[src/rtl/clock_tick_controller_pkg.sv]
// ---------------------------------------------------------------------------
// clock_ctrl_pkg
// Shared types and constants for the digital-clock tick controller.
//   mode_t  : operating mode of the sequencer (RUN / SET_HOUR / SET_MIN)
//   SEC_MAX : last valid second value before the carry into minutes
//   MIN_MAX : last valid minute value before the carry into hours
// ---------------------------------------------------------------------------
package clock_ctrl_pkg;

    typedef enum logic [1:0] {
        MODE_RUN      = 2'd0,
        MODE_SET_HOUR = 2'd1,
        MODE_SET_MIN  = 2'd2
    } mode_t;

    localparam logic [5:0] SEC_MAX = 6'd59;
    localparam logic [5:0] MIN_MAX = 6'd59;

endpackage

[src/rtl/clock_tick_controller_btn_edge_sync.sv]
// ---------------------------------------------------------------------------
// btn_edge_sync
// Brings an asynchronous, already-debounced button level into the clk domain
// through a 2-FF synchronizer and emits a one-cycle pulse on its rising edge.
//   clk     : system clock
//   reset_n : asynchronous active-low reset (all flops cleared)
//   i_btn   : raw button level
//   o_rise  : high for one cycle after the synchronized level goes 0 -> 1
// A level sampled at edge n shows up on o_rise during the cycle after edge
// n+1, so a consumer that registers o_rise acts at edge n+2.
// ---------------------------------------------------------------------------
module btn_edge_sync (
    input  logic clk,
    input  logic reset_n,
    input  logic i_btn,
    output logic o_rise
);

    logic r_meta;
    logic r_sync;
    logic r_prev;

    always_ff @(posedge clk or negedge reset_n) begin
        if (!reset_n) begin
            r_meta <= 1'b0;
            r_sync <= 1'b0;
            r_prev <= 1'b0;
        end else begin
            r_meta <= i_btn;
            r_sync <= r_meta;
            r_prev <= r_sync;
        end
    end

    // Decoded from flops only; a held button yields a single pulse.
    assign o_rise = r_sync & ~r_prev;

endmodule

[src/rtl/clock_tick_controller.sv]
// ---------------------------------------------------------------------------
// clock_tick_controller
// Sequencer for the digital-clock datapath. Owns the 1 Hz prescaler, the
// seconds -> minutes -> hours carry chain and the RUN / SET_HOUR / SET_MIN
// mode FSM used for setting the time with two buttons.
//
// Parameters
//   TICK_DIV : system clk cycles per second (>= 4)
//   PS_W     : prescaler width, derived from TICK_DIV
//
// Ports
//   clk        in   system clock
//   reset_n    in   asynchronous active-low reset
//   mode_btn   in   debounced async level; rising edge advances the mode
//   inc_btn    in   debounced async level; rising edge bumps the set field
//   sec_value  in   current seconds count (0..59), used for carry decisions
//   min_value  in   current minutes count (0..59), used for carry decisions
//   sec_tick   out  one-cycle enable to advance seconds
//   sec_clr    out  one-cycle pulse to clear seconds on return to RUN
//   min_tick   out  one-cycle enable to advance minutes
//   hour_tick  out  one-cycle enable to advance hours
//   mode       out  0 = RUN, 1 = SET_HOUR, 2 = SET_MIN
//   blink_on   out  display enable for the field being set
//
// Build option
//   CLOCK_CTRL_BLINK_EN : when defined, blink_on toggles every TICK_DIV/4
//   cycles in the set modes; otherwise blink_on is tied high.
// ---------------------------------------------------------------------------
module clock_tick_controller
    import clock_ctrl_pkg::*;
#(
    parameter  int TICK_DIV = 50000000,
    localparam int PS_W     = $clog2(TICK_DIV)
) (
    input  logic       clk,
    input  logic       reset_n,
    input  logic       mode_btn,
    input  logic       inc_btn,
    input  logic [5:0] sec_value,
    input  logic [5:0] min_value,
    output logic       sec_tick,
    output logic       sec_clr,
    output logic       min_tick,
    output logic       hour_tick,
    output logic [1:0] mode,
    output logic       blink_on
);

    localparam logic [PS_W-1:0] PS_TC = PS_W'(TICK_DIV - 1);

    logic w_mode_edge;
    logic w_inc_edge;

    mode_t           r_state;
    logic [PS_W-1:0] r_ps;
    logic            r_sec_tick;
    logic            r_sec_clr;
    logic            r_min_tick;
    logic            r_hour_tick;

    btn_edge_sync u_mode_sync (
        .clk     (clk),
        .reset_n (reset_n),
        .i_btn   (mode_btn),
        .o_rise  (w_mode_edge)
    );

    btn_edge_sync u_inc_sync (
        .clk     (clk),
        .reset_n (reset_n),
        .i_btn   (inc_btn),
        .o_rise  (w_inc_edge)
    );

    // Mode FSM, prescaler and all tick outputs share one registered block so
    // every output is a flop and no input reaches an output combinationally.
    always_ff @(posedge clk or negedge reset_n) begin
        if (!reset_n) begin
            r_state     <= MODE_RUN;
            r_ps        <= '0;
            r_sec_tick  <= 1'b0;
            r_sec_clr   <= 1'b0;
            r_min_tick  <= 1'b0;
            r_hour_tick <= 1'b0;
        end else begin
            r_sec_tick  <= 1'b0;
            r_sec_clr   <= 1'b0;
            r_min_tick  <= 1'b0;
            r_hour_tick <= 1'b0;

            case (r_state)
                MODE_RUN: begin
                    // Terminal count issues the tick and carries even when a
                    // mode edge arrives in the same cycle.
                    if (r_ps == PS_TC) begin
                        r_ps        <= '0;
                        r_sec_tick  <= 1'b1;
                        r_min_tick  <= (sec_value == SEC_MAX);
                        r_hour_tick <= (sec_value == SEC_MAX) &&
                                       (min_value == MIN_MAX);
                    end else begin
                        r_ps <= r_ps + PS_W'(1);
                    end
                    if (w_mode_edge) begin
                        r_state <= MODE_SET_HOUR;
                        r_ps    <= '0;
                    end
                end

                MODE_SET_HOUR: begin
                    r_ps <= '0;
                    // Mode edge has priority; a coincident inc is dropped.
                    if (w_mode_edge) begin
                        r_state <= MODE_SET_MIN;
                    end else if (w_inc_edge) begin
                        r_hour_tick <= 1'b1;
                    end
                end

                MODE_SET_MIN: begin
                    r_ps <= '0;
                    if (w_mode_edge) begin
                        r_state   <= MODE_RUN;
                        r_sec_clr <= 1'b1;
                    end else if (w_inc_edge) begin
                        // Minute set never carries into hours.
                        r_min_tick <= 1'b1;
                    end
                end

                default: begin
                    r_state <= MODE_RUN;
                    r_ps    <= '0;
                end
            endcase
        end
    end

    assign sec_tick  = r_sec_tick;
    assign sec_clr   = r_sec_clr;
    assign min_tick  = r_min_tick;
    assign hour_tick = r_hour_tick;
    assign mode      = r_state;

`ifdef CLOCK_CTRL_BLINK_EN
    localparam logic [PS_W-1:0] BLINK_TC = PS_W'(TICK_DIV / 4 - 1);

    logic            r_blink;
    logic [PS_W-1:0] r_blink_cnt;
    logic            w_in_set;

    assign w_in_set = (r_state == MODE_SET_HOUR) || (r_state == MODE_SET_MIN);

    // Any mode edge means a fresh mode entry (or return to RUN), so the
    // blink phase restarts lit; an inc edge likewise relights the field.
    always_ff @(posedge clk or negedge reset_n) begin
        if (!reset_n) begin
            r_blink     <= 1'b1;
            r_blink_cnt <= '0;
        end else if (!w_in_set || w_mode_edge || w_inc_edge) begin
            r_blink     <= 1'b1;
            r_blink_cnt <= '0;
        end else if (r_blink_cnt == BLINK_TC) begin
            r_blink     <= ~r_blink;
            r_blink_cnt <= '0;
        end else begin
            r_blink_cnt <= r_blink_cnt + PS_W'(1);
        end
    end

    assign blink_on = r_blink;
`else
    assign blink_on = 1'b1;
`endif

endmodule

[config.mk]
export PLATFORM = sky130hd
export DESIGN_NAME = clock_tick_controller
export DESIGN_NICKNAME = d
export VERILOG_FILES = /design/src/rtl/clock_tick_controller_pkg.sv /design/src/rtl/clock_tick_controller_btn_edge_sync.sv /design/src/rtl/clock_tick_controller.sv
export SDC_FILE = /design/constraint.sdc
export NUM_CORES = 1
export LEC_CHECK = 0
export CAP_MARGIN = 20
export CORE_UTILIZATION = 58
export DETAILED_ROUTE_END_ITERATION = 12
export HOLD_SLACK_MARGIN = 0.05
export PLACE_DENSITY = 0.92
export REMOVE_ABC_BUFFERS = 1
export SETUP_SLACK_MARGIN = 0.1
export SLEW_MARGIN = 20
export SYNTH_ARGS = -nofsm -noshare
export SYNTH_HDL_FRONTEND = slang
export SYNTH_SLANG_ARGS = --single-unit
[constraint.sdc]
create_clock -name clk -period 2.8 [get_ports clk]
set_input_delay 0.56 -clock clk [delete_from_list [all_inputs] [get_ports clk]]
set_output_delay 0.56 -clock clk [all_outputs]
set_load 0.02 [all_outputs]
## Word-level counts from Yosys, hierarchy flattened

Cells that the tools add are included.

- Flip-flop bits (word level): 38
- Bits in latches: 0
- Bits in writable memories: 0
- ROM bits: 0
- Output and inout port bits: 7
- Word-level logic and storage cells: 45
- Memories kept: 0

- $add $sub $neg: 1
- $mul: 0
- Divide/modulo/power cells: 0
- $lt $le $gt $ge: 0
- Equality and inequality tests: 8
- Shift-type cells: 0
- Mux-type cells: 17
- Bitwise logic cells: 4
- Reduce and logical (&&, ||, !) cells: 3

Operators with widths:

| cell | number |
|---|---|
| $mux W26 | 3 |
| $add A26 B1 Y26 const B | 1 |
| $eq A26 B26 Y1 const B | 1 |
| $eq A6 B6 Y1 const B | 2 |
| $mux W1 | 8 |
| $mux W2 | 3 |
| $ne A2 B1 Y1 const B | 3 |
| $pmux W2 S3 | 1 |
| $pmux W1 S2 | 2 |
| $reduce_and A3 Y1 | 1 |
| $and A1 B1 Y1 | 2 |
| $eq A2 B1 Y1 const B | 1 |
| $eq A2 B2 Y1 const B | 1 |
| $logic_not A2 Y1 | 1 |
| $not A1 Y1 | 2 |
| $logic_and A1 B1 Y1 | 1 |

## Logic depth before layout (Yosys ltp)

- Word-level depth: 5
- Gate-level depth with buffers: 7
- Depth with buffers taken out: 6

## Modules after synthesis

From an unflattened synthesis, not the netlist that was laid out.

- Cell total of the unflattened synthesis: 182
- Area, all modules: 1811.7 um^2

By module, submodules not included:

| module | times used | cells an instance | area each (um^2) | seq. area each (um^2) |
|---|---|---|---|---|
| clock_tick_controller | 1 | 174 | 1634.1 | 800.8 |
| btn_edge_sync | 2 | 4 | 88.8 | 75.1 |

## Worst setup path before layout

No wires, ideal clock.

- Path type: register -> register
- From: register r_ps[7]
- To: register r_hour_tick (netlist: hour_tick)
- Library setup time: 0.078 ns
- Arrival: 1.658 ns
- Slack: 1.065 ns
- Stages on the path, launching flop included: 6
- Path buffers: 0
- Clock period less this slack: 1.735 ns
- Cells stage by stage: dfrtp_1 -> nor4_1 -> and4_1 -> nand3_2 -> or4_1 -> a21oi_1

- Word-level cells in the longest chain between the ends: 3

RTL lines:

| item | line | text |
|---|---|---|
| start, declared | clock_tick_controller.sv:55 | `logic [PS_W-1:0] r_ps;` |
| start signal, assigned | clock_tick_controller.sv:102 | `r_ps <= r_ps + PS_W'(1);` |
| $eq A26 B26 Y1 | clock_tick_controller.sv:95 | `if (r_ps == PS_TC) begin` |
| $mux W1 | clock_tick_controller.sv:95 |  |
| $pmux W1 S2 | clock_tick_controller.sv:91 | `case (r_state)` |
| end signal, assigned | clock_tick_controller.sv:99 | `r_hour_tick <= (sec_value == SEC_MAX) &&` |
| end, declared | clock_tick_controller.sv:59 | `logic r_hour_tick;` |

No other way between the ends.
A chain may end at the register's enable or synchronous reset.

## Worst setup path in the final report

- From: register r_state[1] (netlist: mode[1])
- To: output port mode[1]

RTL lines:

| item | line | text |
|---|---|---|
| start, declared | clock_tick_controller.sv:54 | `mode_t r_state;` |
| start signal, assigned | clock_tick_controller.sv:79 | `r_state <= MODE_RUN;` |
| start signal, assigned | clock_tick_controller.sv:105 | `r_state <= MODE_SET_HOUR;` |
| start signal, assigned | clock_tick_controller.sv:114 | `r_state <= MODE_SET_MIN;` |
| end, declared | clock_tick_controller.sv:45 | `output logic [1:0] mode,` |

No word-level cell between the ends.

==> metrics.yaml <==
critical_path:
  crit_arrival_ns: 1.55
  endpoint_kind: "output pin"
  cp_num_buf_inv: 1
  worstPathMaxFanout: 10
  crit_required_ns: 2.24
  max_stage_delay_ns: 0.67
  crit_type: "flop to output pin"
  cp_top_family: "buffers and inverters"
  critPathLaunchType: "flop"
  path_cells: "clkdlybuf4s50_1"
  cpMaxStageDelayCell: "clkdlybuf4s50_1"
final_layout:
  area_delta_synth_final_pct: 16.5
  regMostFlops: "r_ps"
  layout_common_cells: "dfrtp_1, nor2_1, clkdlybuf4s50_1"
  antenna_cells: 0
  fin_area_sq_mm: 0.00206
  largest_reg_flops: 26
  nets: 212
  final_common_cell: "dfrtp_1"
  fillers: 217
  drive_gt1_share_pct: 5.61
die:
  core_area_sq_mm: 0.00283
  pin_count: 23
  initial_core_util_pct: 62.4
  dieHeight_microns: 57.2
  row_count: 19
  die_x_microns: 57.2
  dieArea_sq_mm: 0.00327
synth:
  ys_seq_area_share_pct: 53.9
  synth_seq_cells: 38
  yosysWarningCount: 0
  synth.area.top_cells: "dfrtp_1, xor2_1, nor2_1"
  syn_area_sq_mm: 0.00176
  synth_top_area_share_pct: 53.9
  yosys.area.top_type: "dfrtp_1"
  synthCells: 171
  syn_area_per_cell_sq_um: 10.3
  synth-main-ff-cell: "dfrtp_1"
  synth_edf_count: 0
  async_flop_share_pct: 100
  synth_cell_type_count: 35
sta:
  fmax_mhz: 473
  worstMarginPinSlew_ns: 0.638
  setup_viol: 0
  tns_ns: 0
  hold_viol_final: 0
  slew_viol_final: 0
  finClkSkew_ns: 0.00765
  setup_ws_ns: 0.687
  period_minus_slack_ns: 2.11
  rsz0062_at_grt: "false"
  finalCritPeriodShare_pct: 75.5
  worst_slew_margin_rel_pct: 57.3
clock_network:
  ctsResizeCount: 0
  clock_sinks: 38
  clockRootBuffer: "clkbuf_4"
  clock_tree.buffer_depth: 2
  path_clk_slew_ns: 0.10
  cts_made_buffers: 5
  htreeDepth: 2
  tritoncts: "built"
  clk_latency_ns: 0.35
  cts_setup_buffers: 0
  cts-hold-fix-buffers: 0
job:
  cap_violations: 0
power_and_ir_drop:
  power_leakage_nw: 0.851
  irDropWorstVdd_v: 0.000441
  power_density_mw_per_mm2: 561
placement:
  place_hpwl_microns: 2620
  place_congestion: 0.918
  port-buffer-count: 21
  place_area_sq_mm: 0.00200
  post-place-ws_ns: 0.683
detailed_routing:
  via_per_inst: 6.06
  wirelength_microns: 3600
  drc: 0
  dr.pass1.iters: 4
  wl_per_cell_microns: 15.9
  vias: 1376
  antenna_left: 0
  first_iter_violations: 69
global_routing:
  grt-busiest-layer: "met2"
  use_met2_pct: 41.5
  grtUsageTotal_pct: 25.2
  grt_max_degree: 39
  antenna_found_initial: 0
  grt_pass1_wl_microns: 6150
  overflow: 0
  grtUsageMet3_pct: 5.44
  gr-usage-met1_pct: 30.8
  first_global_vias: 1427
worst_hold_path:
  hold_path.class: "flop to flop"
status:
  status: "completed"
-- logic make-up after synthesis --
logic type      Yosys count  share of synthesized area, %
compound gates           13                          4.40
xor+xnor                 18                          8.94
fa+ha+maj                 1                         0.709
buf+inv                   5                          1.42
flops                    38                          53.9
mux                       2                          1.13
other cells               1                         0.213
simple gates             93                          29.3
-- report_power, final --
group / internal, mW / leakage, nW / switching [mW] / total [mW]
Combinational: 0.0914 / 0.303 / 0.140 / 0.232
Clock: 0.122 / 0.0353 / 0.174 / 0.295
Sequential: 0.580 / 0.513 / 0.0468 / 0.627
-- through the flow --
| step | std cells | hold WS [ns] | total power [mW] | utilization [%] |
|---|---|---|---|---|
| after floorplan | 166 | 0.264 | 0.760 | - |
| after global placement | 219 | 0.333 | 0.854 | 70.5 |
| after detailed placement | 219 | 0.346 | 0.870 | 70.5 |
| after CTS | 227 | 0.370 | 1.16 | 72.7 |
| after global routing | 227 | 0.387 | 1.21 | 72.7 |
| final | 227 | 0.364 | 1.15 | 72.7 |
-- cell type report --
cell class	instances	area, sq um	area share [%]
Sequential cell	38	951	46.3
Multi-Input combinational cell	128	788	38.3
Timing Repair Buffer	22	218	10.6
Clock buffer	7	55.1	2.68
Tap cell	31	38.8	1.89
Clock inverter	1	5.00	0.243
-- synth_stat cells, drive strengths merged (2+ instances only) --
| master | n |
|---|---|
| buf | 3 |
| nand4b | 2 |
| nand2 | 15 |
| dfrtp | 38 |
| and3 | 5 |
| xnor2 | 7 |
| and4 | 5 |
| mux2i | 2 |
| nand2b | 3 |
| o31ai | 2 |
| nor2b | 4 |
| nand4 | 8 |
| xor2 | 11 |
| or3 | 3 |
| clkbuf | 2 |
| nor3b | 3 |
| or4 | 2 |
| nor2 | 22 |
| o21ai | 2 |
| nor3 | 4 |
| nand3b | 2 |
| nand3 | 10 |
| and2 | 2 |
| a21oi | 7 |
-- metal layers --
metal	share of wire [%]	vias up	wire length, microns
li1	-	647	-
met1	43	692	1560
met2	51	28	1850
met3	3.3	9	119
met4	1.9	0	69
met5	0	-	0
-- path summary, 6_finish.rpt --
| kind | startpoint | to | slack (ns) | depth (start not counted) |
|---|---|---|---|---|
| worst max-delay path | mode[1] | mode[1] | 0.69 | 1 |
| worst min-delay path | u_mode_sync.r_meta | u_mode_sync.r_sync | 0.36 | 0 |
| worst max register to register | r_ps[0] | hour_tick | 0.76 | 6 |
| worst min register to register | u_mode_sync.r_meta | u_mode_sync.r_sync | 0.36 | 0 |
| max in group asynchronous | reset_n | r_ps[14] | 1.85 | 2 |
| min in group asynchronous | reset_n | hour_tick | 0.62 | 2 |
Note: power is estimated with default switching activity, not from simulation.
